==> src/rtl/bf16_add_arbiter.sv <==
// Round-robin front end sharing one pipelined BF16 adder among NUM_REQ requesters.
// Response follows accept by ADD_LATENCY+1 edges; combinational grant, no response backpressure.
module bf16_add_arbiter #(
  parameter int SIZE_DATA   = 16,
  parameter int NUM_REQ     = 4,
  parameter int ADD_LATENCY = 2,
  parameter int IDW         = $clog2(NUM_REQ)
) (
  input  logic                         i_clk,
  input  logic                         i_rst_n,
  input  logic [NUM_REQ-1:0]           i_req_valid,
  input  logic [NUM_REQ*SIZE_DATA-1:0] i_req_a,
  input  logic [NUM_REQ*SIZE_DATA-1:0] i_req_b,
  output logic [NUM_REQ-1:0]           o_req_ready,
  input  logic                         i_hold,
  output logic [SIZE_DATA-1:0]         o_add_a,
  output logic [SIZE_DATA-1:0]         o_add_b,
  input  logic [SIZE_DATA-1:0]         i_add_s,
  output logic                         o_rsp_valid,
  output logic [SIZE_DATA-1:0]         o_rsp_data,
  output logic [IDW-1:0]               o_rsp_id,
  output logic                         o_busy
);

  logic [IDW-1:0]       r_rr_ptr;
  logic [ADD_LATENCY:0] r_tag_vld;
  logic [IDW-1:0]       r_tag_id [ADD_LATENCY+1];

  logic [NUM_REQ-1:0]   w_grant;
  logic [IDW-1:0]       w_gnt_id;
  logic                 w_found;
  logic                 w_accept;
  logic [IDW:0]         w_idx;
  logic [SIZE_DATA-1:0] w_sel_a;
  logic [SIZE_DATA-1:0] w_sel_b;
  logic [IDW-1:0]       w_next_ptr;

  // Search from r_rr_ptr upward; the extra index bit absorbs the wrap before the modulo.
  always_comb begin
    w_grant  = '0;
    w_gnt_id = '0;
    w_found  = 1'b0;
    w_idx    = '0;
    for (int i = 0; i < NUM_REQ; i++) begin
      w_idx = {1'b0, r_rr_ptr} + (IDW+1)'(i);
      if (w_idx >= (IDW+1)'(NUM_REQ)) begin
        w_idx = w_idx - (IDW+1)'(NUM_REQ);
      end
      if (!w_found && i_req_valid[w_idx[IDW-1:0]]) begin
        w_found  = 1'b1;
        w_gnt_id = w_idx[IDW-1:0];
      end
    end
    if (w_found && !i_hold && i_rst_n) begin
      w_grant[w_gnt_id] = 1'b1;
    end
  end

  assign o_req_ready = w_grant;
  assign w_accept    = |w_grant;

  always_comb begin
    w_sel_a = '0;
    w_sel_b = '0;
    for (int k = 0; k < NUM_REQ; k++) begin
      if (w_gnt_id == IDW'(k)) begin
        w_sel_a = i_req_a[k*SIZE_DATA +: SIZE_DATA];
        w_sel_b = i_req_b[k*SIZE_DATA +: SIZE_DATA];
      end
    end
  end

  assign w_next_ptr = (w_gnt_id == IDW'(NUM_REQ-1)) ? '0 : w_gnt_id + IDW'(1);

  always_ff @(posedge i_clk or negedge i_rst_n) begin
    if (!i_rst_n) begin
      r_rr_ptr <= '0;
      o_add_a  <= '0;
      o_add_b  <= '0;
    end else if (w_accept) begin
      r_rr_ptr <= w_next_ptr;
      o_add_a  <= w_sel_a;
      o_add_b  <= w_sel_b;
    end
  end

  // Tag shift register mirrors the adder pipeline; it never stalls.
  always_ff @(posedge i_clk or negedge i_rst_n) begin
    if (!i_rst_n) begin
      r_tag_vld <= '0;
      for (int s = 0; s <= ADD_LATENCY; s++) begin
        r_tag_id[s] <= '0;
      end
    end else begin
      r_tag_vld   <= {r_tag_vld[ADD_LATENCY-1:0], w_accept};
      r_tag_id[0] <= w_gnt_id;
      for (int s = 1; s <= ADD_LATENCY; s++) begin
        r_tag_id[s] <= r_tag_id[s-1];
      end
    end
  end

  always_ff @(posedge i_clk or negedge i_rst_n) begin
    if (!i_rst_n) begin
      o_rsp_valid <= 1'b0;
      o_rsp_data  <= '0;
      o_rsp_id    <= '0;
    end else begin
      o_rsp_valid <= r_tag_vld[ADD_LATENCY];
      if (r_tag_vld[ADD_LATENCY]) begin
        o_rsp_data <= i_add_s;
        o_rsp_id   <= r_tag_id[ADD_LATENCY];
      end
    end
  end

  assign o_busy = (|r_tag_vld) | o_rsp_valid;

endmodule

==> config.mk <==
export PLATFORM = sky130hd
export DESIGN_NAME = bf16_add_arbiter
export DESIGN_NICKNAME = d
export VERILOG_FILES = /design/src/rtl/bf16_add_arbiter.sv
export SDC_FILE = /design/constraint.sdc
export NUM_CORES = 1
export LEC_CHECK = 0
export CAP_MARGIN = 20
export CORE_MARGIN = 2
export CORE_UTILIZATION = 41
export CTS_BUF_LIST = sky130_fd_sc_hd__clkbuf_8
export DETAILED_ROUTE_END_ITERATION = 6
export PLACE_DENSITY = 0.87
export RECOVER_POWER = 50
export SYNTH_ARGS = -nofsm -noshare
export SYNTH_HDL_FRONTEND = slang
export SYNTH_SLANG_ARGS = --single-unit
==> constraint.sdc <==
create_clock -name i_clk -period 5.8 [get_ports i_clk]
set_clock_uncertainty 0.15 [all_clocks]
set_input_delay 1.45 -clock i_clk [delete_from_list [all_inputs] [get_ports i_clk]]
set_output_delay 1.45 -clock i_clk [all_outputs]
set_load 0.005 [all_outputs]
# --- Yosys cells after proc, flatten, opt, wreduce, memory -nomap -nowiden ---
# Cells that the tools add are included.
classes:
  n_addsub: 8
  n_eq_ne: 3
  muxes: 32
  reduce_logical: 13
  n_bitwise: 1
  n_lt_le_gt_ge: 10
op_table:
  columns: ["operator", "count"]
  rows:
  - ["$mux 16", 8]
  - ["$mux 2", 9]
  - ["$lt 2x3->1 const B", 5]
  - ["$ge 3x3->1 const B", 3]
  - ["$mux 1", 9]
  - ["$bmux 1 s2", 4]
  - ["$sub 2x1->2 const B", 4]
  - ["$add 2x2->3 const B", 2]
  - ["$logic_and 1x1->1", 6]
  - ["$eq 2x2->1 const B", 2]
  - ["$logic_not 1->1", 4]
  - ["$mux 4", 1]
  - ["$reduce_or 4->1", 1]
  - ["$add 2x1->3 const B", 1]
  - ["$ge 2x3->1 const B", 1]
  - ["$reduce_or 3->1", 1]
  - ["$add 2x1->2 const B", 1]
  - ["$demux 1 s2", 1]
  - ["$eq 2x1->1 const B", 1]
  - ["$ge 2x1->1 const B", 1]
  - ["$logic_not 2->1", 1]
  - ["$or 1x1->1", 1]
word_totals:
  inputBits: 151
  register_bits: 62
  wordCells: 77

# --- Longest topological paths before layout ---
depth:
  depth_word: 20
  ltp_mapped: 10

# --- Worst setup path before layout ---
# No wires, ideal clock.
synth_path:
  path_kind: "in2out"
  from: "input port i_req_valid[3]"
  to: "output port o_req_ready[1]"
  path_slack_ps: 1442
  path_buffers: 2
  arrival_time_ps: 2758
  required_ps: 4200
  stages: 7
  path_cell_list: "nand2b_1 a211o_1 o21ai_0 ha_1 buf_2 clkbuf_1 and2_1"
synth_between:
  elab_chain_cells: 17
  word_cells_on_any_way: 30
  cone_classes: "2 x order compare; 19 x mux; 9 x reduce/logical"
synth_lines:
  columns: ["element", "line", "source"]
  rows:
  - ["from (decl)", "11", "input logic [NUM_REQ-1:0] i_req_valid,"]
  - ["$bmux 1 s2", "49", "if (!w_found && i_req_valid[w_idx[IDW-1:0]]) begin"]
  - ["$mux 1 (not written as such)", "49", null]
  - ["$mux 1", "49", null]
  - ["$logic_not 1->1", "49", null]
  - ["$logic_and 1x1->1", "49", null]
  - ["$mux 1", "49", null]
  - ["$logic_not 1->1", "49", null]
  - ["$logic_and 1x1->1", "49", null]
  - ["$mux 1", "49", null]
  - ["$logic_not 1->1", "49", null]
  - ["$logic_and 1x1->1", "49", null]
  - ["$mux 2", "49", null]
  - ["$lt 2x3->1 (not written as such) / $ge 2x1->1 (equally long branches)", "55", "w_grant[w_gnt_id] = 1'b1;"]
  - ["$logic_and 1x1->1 (not written as such)", "55", null]
  - ["$mux 1 (not written as such)", "55", null]
  - ["$demux 1 s2", "55", null]
  - ["$mux 4 *", "54", "if (w_found && !i_hold && i_rst_n) begin"]
  - ["to (decl)", "14", "output logic [NUM_REQ-1:0] o_req_ready,"]
# Mark *: on every way between the ends. The rest lies on a longest branch, timed or not. The select of a mux whose other input is x is not followed.

# --- Worst setup path after layout ---
layout_path:
  from: "input port i_req_valid[3]"
  to: "output port o_req_ready[0]"
# The elaborated chain is that of the path after synthesis.

==> impl_table.tex <==
\begin{tabular}{lr}
\hline
Metric & Value \\
\hline
\multicolumn{2}{l}{\textbf{Run status}} \\
Result of the run & finished with violations \\
Violated checks & max-capacitance violations, max-slew violations \\
\multicolumn{2}{l}{\textbf{Finish}} \\
Proportion of layout cells with a drive suffix above 1 & 16.56\% \\
Synth-to-layout area growth & 68.68\% \\
Antenna diode count & 0 \\
Total of fill cells in the finished design & 551 \\
Post-Route Utilization & 72.15\% \\
Footprint of the multi-input gates & 1617 µm² \\
Net count of the finished layout & 627 \\
Sequential cell area & 1551 µm² \\
\multicolumn{2}{l}{\textbf{Place}} \\
Estimated wirelength of the detail-placed design & 8300 µm \\
Count of buffers from port buffering & 206 \\
Worst Setup Slack post-DPL & 626.2 ps \\
Weighted congestion reported at the end of routability-driven placement & 0.8195 \\
\multicolumn{2}{l}{\textbf{Routing}} \\
Detailed router's first-iteration violation count & 139 \\
Routed length per instance & 19.45 µm \\
Routed WL & 11260 µm \\
Count of nets left with antenna violations after detail routing & 0 \\
Number of detailed-route iterations in the first pass & 4 \\
Ratio of routed vias to standard cells & 5.772 \\
Total via count after detailed routing & 3342 \\
Remaining design rule violation count & 0 \\
\multicolumn{2}{l}{\textbf{Worst setup path}} \\
Critical path start-end classification & in -> out \\
Capturing point of the worst reg2reg path & r\_rr\_ptr[1] \\
Critical path data required time & 4200 ps \\
CP Max Fanout & 6 \\
Register-to-Register Path Depth & 9 \\
Register-to-register setup slack & 2480 ps \\
Endpoint type of the worst setup path & primary output \\
Critical Path Source Type & primary input \\
Data arrival time of the critical path & 3710 ps \\
Critical path origin & i\_req\_valid[3] \\
Startpoint of the lowest-slack register-to-register path & r\_rr\_ptr[0] \\
\multicolumn{2}{l}{\textbf{GRT}} \\
First-pass GRT wire length & 16930 µm \\
Number of antenna violations at the first check in global routing & 0 \\
Maximum number of pins on one net before global-route repair & 63 \\
Via count of the first global-routing pass & 3377 \\
Overall overflow remaining after global route & 0 \\
GRT Util Overall & 25.20\% \\
\multicolumn{2}{l}{\textbf{Pwr}} \\
Pwr/cell area & 423.6 nW/µm² \\
Static leakage & 0.002187 µW \\
Worst IR drop on VDD & 0.2168 mV \\
\multicolumn{2}{l}{\textbf{Synthesis}} \\
Post-Syn Area & 3339 µm² \\
Part of the Yosys area used for sequential elements & 46.46\% \\
Number of enable flip-flop cells after synthesis & 0 \\
Synthesized area per cell & 11.97 µm² \\
Synthesized netlist cell count & 279 \\
Yosys reg bits & 62 \\
FFs w/ async S/R, synth & 100.0\% \\
Net count after synthesis & 434 \\
Warnings, synthesis & 0 \\
Netlist cell types & 37 \\
Dominant synthesized flop cell & sky130\_fd\_sc\_hd\_\_dfrtp\_1 \\
\multicolumn{2}{l}{\textbf{Timing}} \\
Transition time at the pin with the least slew margin & 3170 ps \\
Final count of hold timing violations & 0 \\
Unrepaired setup endpoints after global routing & false \\
Tcrit/Tclk final & 91.60\% \\
Setup TNS & 0 ps \\
Shortest clock period the worst path allows after layout & 5313 ps \\
Worst hold slack after final layout & 209.8 ps \\
Post-layout worst setup margin & 487.2 ps \\
Slew margin rel. & -111.4\% \\
Max frequency & 188.2 MHz \\
Setup-failing EPs final & 0 \\
Pins over their slew limit & 63 \\
\multicolumn{2}{l}{\textbf{Clock tree}} \\
Clock Latency Late Sink & 330 ps \\
Worst-path clk slew & 70 ps \\
Buffers from clock root to sink, at most & 2 \\
Post\_cts resized & 0 \\
Root buf cell & sky130\_fd\_sc\_hd\_\_clkbuf\_8 \\
Post-CTS setup buffer count & 0 \\
CTS tree & built \\
\# clock sinks & 62 \\
Number of buffers inserted during clock tree synthesis & 9 \\
Post-CTS Hold Fix Bufs & 0 \\
\# H-tree levels & 3 \\
\multicolumn{2}{l}{\textbf{Min path}} \\
Class of the most critical hold timing path & reg -> reg \\
Worst hold path cell count & 0 \\
Start point of the worst hold path & r\_tag\_id[5] \\
Destination of the worst hold path & r\_tag\_id[3] \\
\multicolumn{2}{l}{\textbf{Floorplan}} \\
Row count & 32 \\
Die area & 8883 µm² \\
Die height & 94.25 µm \\
Horizontal die dimension & 94.25 µm \\
Core ar. & 7807 µm² \\
Io pins & 207 \\
Initial core utilization & 42.77\% \\
\multicolumn{2}{l}{\textbf{Run}} \\
Total of max-cap violations & 1 \\
\hline
\end{tabular}
## critical path: stages
cell and delay, ps:
sky130_fd_sc_hd__dlygate4sd3_1 630, sky130_fd_sc_hd__nand2b_1 180, sky130_fd_sc_hd__a211o_1 300, sky130_fd_sc_hd__o21ai_0 150, sky130_fd_sc_hd__ha_1 340, sky130_fd_sc_hd__and2_1 160, sky130_fd_sc_hd__clkdlybuf4s50_1 490
## where the power goes
part	internal [µW]	switching, µW	leakage [µW]
Sequential	622	114	0.000764
Combinational	709	596	0.00133
Clock	177	167	0.0000890
Total	1510	878	0.00219
## area by class of cell
cell class / count / area share, %
Timing Repair Buffer: 215 / 37.98
Tap cell: 102 / 2.266
Inverter: 3 / 0.1999
Clock buffer: 11 / 2.688
Multi-Input combinational cell: 181 / 28.70
Sequential cell: 62 / 27.54
Clock inverter: 5 / 0.6219
## routing by layer
metal  vias to the layer above  GRT usage [%]  part of all wire [%]
met3                        19          6.501                   9.5
met4                         0          13.04                   2.4
met1                      1612          27.68                    37
met2                       181          44.52                    51
li1                       1530              -                     -
met5                         -              0                     0
## worst max path at each step
stage          slack [ps]             end  cells after the start
2_1_floorplan        1440  o_req_ready[1]                      7
3_3_place_gp          670  o_req_ready[3]                      8
3_5_place_dp          630  o_req_ready[3]                      8
4_1_cts               600  o_req_ready[3]                      8
5_1_grt               380  o_req_ready[0]                      7
6_report              490  o_req_ready[0]                      7
## sequential cells by signal, summed over array words and instances (netlist names)
name	cells
o_add_a	16
o_add_b	16
o_rsp_data	16
r_tag_id	6
r_tag_vld	3
o_rsp_id	2
r_rr_ptr	2
o_rsp_valid	1
## cells in the final DEF, fill, tap and decap left out, types with 2 or more instances in the layout
cell type / synthesis / layout
sky130_fd_sc_hd__a221oi_1: 32 / 32
sky130_fd_sc_hd__buf_4: 0 / 7
sky130_fd_sc_hd__clkbuf_8: 0 / 11
sky130_fd_sc_hd__o31ai_2: 29 / 29
sky130_fd_sc_hd__nor4_4: 2 / 2
sky130_fd_sc_hd__ha_1: 4 / 4
sky130_fd_sc_hd__dlygate4sd3_1: 0 / 19
sky130_fd_sc_hd__clkbuf_1: 25 / 2
sky130_fd_sc_hd__nor3b_1: 2 / 2
sky130_fd_sc_hd__o31ai_1: 34 / 34
sky130_fd_sc_hd__inv_2: 2 / 2
sky130_fd_sc_hd__o22ai_1: 31 / 31
sky130_fd_sc_hd__mux2_2: 18 / 18
sky130_fd_sc_hd__clkdlybuf4s50_1: 0 / 186
sky130_fd_sc_hd__inv_1: 1 / 2
sky130_fd_sc_hd__clkinvlp_4: 0 / 3
sky130_fd_sc_hd__and2_1: 3 / 3
sky130_fd_sc_hd__dfrtp_1: 62 / 62
sky130_fd_sc_hd__nor2_1: 3 / 3
sky130_fd_sc_hd__nand2b_1: 3 / 3
## logic make-up (layout without fill, tap and decap cells)
group                    after synthesis  in the layout  synth area share (%)
flip-flops                            62             62                 46.46
buffers and inverters                 36            234                 5.245
AO/OA/AOI/OAI                        132            132                 34.32
AND/OR/NAND/NOR                       25             25                 5.658
adder cells (fa/ha/maj)                4              4                 1.499
multiplexers                          20             20                 6.819
## synth_stat cells (2+ instances only)
cell type,instances,area [µm²]
sky130_fd_sc_hd__dfrtp_1,62,1551
sky130_fd_sc_hd__o31ai_1,34,255.2
sky130_fd_sc_hd__a221oi_1,32,280.3
sky130_fd_sc_hd__o22ai_1,31,193.9
sky130_fd_sc_hd__o31ai_2,29,362.9
sky130_fd_sc_hd__clkbuf_1,25,93.84
sky130_fd_sc_hd__mux2_2,18,202.7
sky130_fd_sc_hd__buf_6,5,56.30
sky130_fd_sc_hd__ha_1,4,50.05
sky130_fd_sc_hd__and2_1,3,18.77
sky130_fd_sc_hd__nand2b_1,3,18.77
sky130_fd_sc_hd__nor2_1,3,11.26
sky130_fd_sc_hd__buf_2,2,10.01
sky130_fd_sc_hd__inv_2,2,7.510
sky130_fd_sc_hd__nor2b_1,2,12.51
sky130_fd_sc_hd__nor3b_1,2,15.01
sky130_fd_sc_hd__nor4_4,2,42.54
## through the flow
stage / area (µm²) / std cells / power (µW)
after floorplan: 3339 / 279 / 1403
after global placement: 5424 / 562 / 1984
after detailed placement: 5424 / 562 / 2037
after CTS: 5610 / 578 / 2386
after global routing: 5633 / 579 / 2542
final: 5633 / 579 / 2386
Power figures use the tool's default switching activity.
